File: src/rtl/joy_port_scanner.sv
// Time-multiplexed scanner for up to 2**SEL_W joysticks behind one splitter, with per-port debounce.
// Optional autofire is built when the macro JOY_AUTOFIRE_EN is defined.
module joy_port_scanner #(
  parameter int SEL_W         = 1,
  parameter int NUM_BUTTONS   = 5,
  parameter int DIV_BITS      = 7,
  parameter int SETTLE_TICKS  = 2,
  parameter int DEBOUNCE      = 3,
  parameter bit SPLIT_DEFAULT = 1'b0
) (
  input  logic                                 clk,
  input  logic                                 reset_n,
  input  logic [NUM_BUTTONS-1:0]               joy_in,
  input  logic                                 split_toggle,
`ifdef JOY_AUTOFIRE_EN
  input  logic [(2**SEL_W)-1:0]                autofire_en,
`endif
  output logic [SEL_W-1:0]                     joy_sel,
  output logic [(2**SEL_W)*NUM_BUTTONS-1:0]    joy_out,
  output logic                                 joy_valid,
  output logic                                 split_active
);

  localparam int NUM_PORTS = 2**SEL_W;
  localparam int CNT_W     = $clog2(DEBOUNCE+1);
  localparam int SET_W     = $clog2(SETTLE_TICKS+1);
  localparam logic [NUM_BUTTONS-1:0] ONES = '1;

  typedef enum logic [1:0] {
    S_SELECT = 2'd0,
    S_SAMPLE = 2'd1,
    S_NEXT   = 2'd2
  } state_t;

  logic [NUM_BUTTONS-1:0] r_sync1, r_sync2;
  logic [DIV_BITS-1:0]    r_div;
  logic                   r_tog_prev, r_split;
  state_t                 r_state;
  logic [SET_W-1:0]       r_settle;
  logic [SEL_W-1:0]       r_port;
  logic                   r_valid;

  logic                   w_tick, w_sample_stb, w_next_stb, w_scan_done;
  logic [SEL_W-1:0]       w_port_next;

  assign w_tick       = &r_div;
  assign w_sample_stb = w_tick && (r_state == S_SAMPLE);
  assign w_next_stb   = w_tick && (r_state == S_NEXT);
  // With split off every pass is a complete scan of the single active port.
  assign w_scan_done  = !r_split || (r_port == {SEL_W{1'b1}});
  assign w_port_next  = r_split ? SEL_W'(r_port + 1'b1) : '0;

  always_ff @(posedge clk or negedge reset_n) begin
    if (!reset_n) begin
      r_sync1 <= ONES;
      r_sync2 <= ONES;
      r_div   <= '0;
    end else begin
      r_sync1 <= joy_in;
      r_sync2 <= r_sync1;
      r_div   <= r_div + 1'b1;
    end
  end

  always_ff @(posedge clk or negedge reset_n) begin
    if (!reset_n) begin
      r_tog_prev <= 1'b0;
      r_split    <= SPLIT_DEFAULT;
    end else begin
      r_tog_prev <= split_toggle;
      if (split_toggle && !r_tog_prev)
        r_split <= ~r_split;
    end
  end

  always_ff @(posedge clk or negedge reset_n) begin
    if (!reset_n) begin
      r_state  <= S_SELECT;
      r_settle <= '0;
      r_port   <= '0;
      r_valid  <= 1'b0;
    end else begin
      r_valid <= 1'b0;
      if (w_tick) begin
        case (r_state)
          S_SELECT: begin
            if (r_settle == SET_W'(SETTLE_TICKS-1)) begin
              r_settle <= '0;
              r_state  <= S_SAMPLE;
            end else begin
              r_settle <= r_settle + 1'b1;
            end
          end
          S_SAMPLE: r_state <= S_NEXT;
          S_NEXT: begin
            r_state <= S_SELECT;
            r_port  <= w_port_next;
            r_valid <= w_scan_done;
          end
          default: r_state <= S_SELECT;
        endcase
      end
    end
  end

`ifdef JOY_AUTOFIRE_EN
  logic [5:0] r_scan;

  always_ff @(posedge clk or negedge reset_n) begin
    if (!reset_n)
      r_scan <= '0;
    else if (w_next_stb && w_scan_done)
      r_scan <= r_scan + 1'b1;
  end
`endif

  genvar gi;
  generate
    for (gi = 0; gi < NUM_PORTS; gi++) begin : g_port
      logic [NUM_BUTTONS-1:0] r_cand, r_out, w_masked;
      logic [CNT_W-1:0]       r_cnt;
      logic                   w_mine, w_released;

      assign w_mine     = (r_port == SEL_W'(gi));
      assign w_released = (gi != 0) && !r_split;

      always_ff @(posedge clk or negedge reset_n) begin
        if (!reset_n) begin
          r_cand <= ONES;
          r_cnt  <= '0;
          r_out  <= ONES;
        end else begin
          if (w_sample_stb && w_mine) begin
            if (r_sync2 == r_cand) begin
              if (r_cnt != CNT_W'(DEBOUNCE))
                r_cnt <= r_cnt + 1'b1;
            end else begin
              r_cand <= r_sync2;
              r_cnt  <= CNT_W'(1);
            end
          end
          if (w_next_stb && w_mine && (r_cnt == CNT_W'(DEBOUNCE)))
            r_out <= r_cand;
          // Unused ports restart from idle so a later split-on never shows stale presses.
          if (w_released) begin
            r_cand <= ONES;
            r_cnt  <= '0;
            r_out  <= ONES;
          end
        end
      end

      assign w_masked = w_released ? ONES : r_out;

`ifdef JOY_AUTOFIRE_EN
      assign joy_out[gi*NUM_BUTTONS] =
        (autofire_en[gi] && !w_masked[0]) ? r_scan[5] : w_masked[0];
`else
      assign joy_out[gi*NUM_BUTTONS] = w_masked[0];
`endif
      assign joy_out[gi*NUM_BUTTONS+1 +: NUM_BUTTONS-1] = w_masked[NUM_BUTTONS-1:1];
    end
  endgenerate

  assign joy_sel      = r_port;
  assign joy_valid    = r_valid;
  assign split_active = r_split;

endmodule

File: config.mk
export PLATFORM = sky130hd
export DESIGN_NAME = joy_port_scanner
export DESIGN_NICKNAME = d
export VERILOG_FILES = /design/src/rtl/joy_port_scanner.sv
export SDC_FILE = /design/constraint.sdc
export NUM_CORES = 1
export LEC_CHECK = 0
export CORE_ASPECT_RATIO = 1.2
export CORE_MARGIN = 3
export CORE_UTILIZATION = 50
export DETAILED_ROUTE_END_ITERATION = 12
export GPL_ROUTABILITY_DRIVEN = 0
export GPL_TIMING_DRIVEN = 0
export HOLD_SLACK_MARGIN = 0.06
export PLACE_DENSITY = 0.74
export SYNTH_ARGS = -nofsm -noshare
export SYNTH_HDL_FRONTEND = slang
export SYNTH_SLANG_ARGS = --single-unit
export TNS_END_PERCENT = 50
File: constraint.sdc
create_clock -name clk -period 1.95 [get_ports clk]
set_input_delay 0.4875 -clock clk [delete_from_list [all_inputs] [get_ports clk]]
set_output_delay 0.4875 -clock clk [all_outputs]
set_load 0.005 [all_outputs]
==> metrics.cfg <==
[clock_tree]
cts.sinks=49
clockBufferDepth=2
clk_latency_ns=0.31
cts_max_level=2
clkTransAtPathRegs_ns=0.09
cts-buffers-inserted=5
clockRootBuffer=clkbuf_8
cts_tree=built

[floorplan]
rows=25
ios=21
dieWidth_um=65.1
fp.dieArea_um2=5010
fp.dieH_um=77.0
start_util_pct=52.4
core_um2=4000

[finish]
final_nets=200
multi_input_comb_area_um2=845
drive_gt1_share_pct=34.2
diodes=0
seqCellArea_um2=1270
n_fill_cell=332
areaGrowthSynthToFinish_pct=20.9
final_cells=244

[grt]
grt_pass1_vias=1389
grt_max_degree=27
grt_pass1_wl_um=6470
track_usage_pct=16.8
overflow=0
antenna_found_initial=0

[yosys]
synth_top_area_cell=dfstp_2
yosys.cell_count.top_type=dfstp_2
synth.top_cell.area_share_pct=37.6
synth_common_cells=dfstp_2, dfrtp_1, nand2_1
ys_seq_area_share_pct=60.2
synth_edf_count=0
yosys-top-cells-area=dfstp_2, dfrtp_1, mux2_2
avgSynthCellArea_um2=13.1
synth_seq_cells=49
syn_nets=171
synth_cell_type_count=36
synthArstFlopShare_pct=100
synthFlopType=dfstp_2
ys.warnings.count=0
synth_cells=160
syn_area_um2=2100

[power]
power_density_nw_per_um2=726
p_leak_uw=0.00106
peakVddDrop_uv=528

[min_path]
hold_path_class=in -> async

[setup_path]
cp_slowest_cell=or4_1
worstPathMaxFanout=5
endpoint_kind=register
crit_type=reg -> reg
startpoint_type=register
slowest_delay_ns=0.51
crit_chain=nand4_2, or4_1, buf_2, nor4_4, mux2i_1
required_ns=2.13
arrival_ns=2.05

[timing]
setup_viol=0
relSlewSlack_pct=63.2
fin_crit_ns=1.87
final-hold-violation-count=0
rsz0062_at_grt=false
maxSlewViolCount=0
setup_slack_ns=0.0803
period_share_pct=95.9
clock.fmax_ghz=0.535
worstMarginPinSlew_ns=0.552
clock_skew_ns=0.00936

[routing]
detail-route-antenna-nets=0
routed_wl_um=3670
wl_per_cell_um=15.1
firstDrtPassIters=4
drc=0
vias_per_cell=5.34
via_count=1303
drtIter0Drc=62

[placement]
placed_cells=235
place_ws_ns=-0.0787
dp_hpwl_um=2660
port_buffers=20

[run_status]
outcome=finished clean

[flow_run]
drv_cap=0

final cells by class:
cell class	count	area share [%]
Sequential cell	49	50.0
Clock inverter	3	0.987
Multi-Input combinational cell	105	33.3
Inverter	3	0.444
Clock buffer	5	2.71
Tap cell	54	2.66
Timing Repair Buffer	23	9.57
Buffer	2	0.345
flip-flops by register name, indices dropped and copies added, names as in the netlist:
| register | count |
|---|---|
| joy_valid | 1 |
| r_sync2 | 5 |
| g_port.r_cand | 10 |
| g_port.r_cnt | 4 |
| r_sync1 | 5 |
| r_div | 7 |
| joy_sel | 1 |
| g_port.r_out | 10 |
| r_tog_prev | 1 |
| r_settle | 2 |
| r_state | 2 |
| split_active | 1 |
cell families (layout without fill, tap and decap cells):
logic type,count (synthesis),in the layout,synth area share (%)
fa+ha+maj,3,3,1.79
xor+xnor,17,17,7.10
buf+inv,6,36,1.13
flops,49,49,60.2
compound gates,9,9,3.10
mux,22,22,11.2
simple gates,54,54,15.5
path summary, 6_finish.rpt:
| check | start | end | slack, ns | cells past startpoint |
|---|---|---|---|---|
| worst min register to register | r_sync1[3]$_DFF_PN1_ | r_sync2[3]$_DFF_PN1_ | 0.36 | 0 |
| worst max register to register | r_div[4]$_DFF_PN0_ | g_port[0].r_cnt[0]$_DFFE_PN0P_ | 0.08 | 5 |
| min in group clk | r_sync1[3]$_DFF_PN1_ | r_sync2[3]$_DFF_PN1_ | 0.36 | 0 |
| worst min-delay path | reset_n | r_div[4]$_DFF_PN0_ | 0.16 | 1 |
| worst max-delay path | r_div[4]$_DFF_PN0_ | g_port[0].r_cnt[0]$_DFFE_PN0P_ | 0.08 | 5 |
| max in group asynchronous | reset_n | g_port[0].r_cand[0]$_DFFE_PN1P_ | 1.20 | 2 |
critical path, delay by kind of cell (launching register included):
kind / cells / cell delay (ns)
buffers and inverters: 1 / 0.18
multiplexers: 1 / 0.11
flip-flops: 1 / 0.44
AND/OR/NAND/NOR: 3 / 1.02
metrics by stage:
stage	instance area [um^2]	hold WS, ns	total power, uW	TNS, ns	util (%)
2_1_floorplan	2100	0.192	1160	0	-
6_report	2540	0.157	1840	0	63.3
4_1_cts	2510	0.168	1860	0	62.6
3_5_place_dp	2390	0.347	1250	-0.571	59.7
5_1_grt	2540	0.190	1930	0	63.3
3_3_place_gp	2370	0.345	1230	-25.27	59.1
metal layers:
| metal | global-route usage [%] | share of wire [%] | wire [um] | vias up |
|---|---|---|---|---|
| li1 | - | - | - | 610 |
| met1 | 20.4 | 42 | 1560 | 653 |
| met2 | 27.3 | 50 | 1850 | 28 |
| met3 | 4.10 | 3.9 | 145 | 12 |
| met4 | 9.13 | 3.2 | 117 | 0 |
| met5 | 0 | 0 | 0 | - |
layout by cell type, fill, tap and decap left out, types with 3 or more instances in the layout:
cell type,count
mux2i_1,11
nand2b_1,10
clkdlybuf4s50_1,14
dlymetal6s2s_1,3
xor2_1,4
nand3_1,6
nor2_1,4
clkbuf_8,5
dfrtp_2,3
inv_1,3
dfrtp_1,16
xnor2_1,13
nand2_1,16
mux2_2,11
dfstp_2,30
where the power goes:
group / switching [uW] / internal (uW)
clock network: 347 / 261
registers: 40.2 / 1050
logic: 80.4 / 60.8
total: 467 / 1370
timing repair:
| item | CTS | global route |
|---|---|---|
| pin swaps | 1 | 0 |
| hold buffers | 0 | 0 |
| setup buffers | 1 | 1 |
| gates resized for setup | 6 | 8 |
| setup endpoints to repair | 14 | 10 |
(Power assumes the default switching activity.)
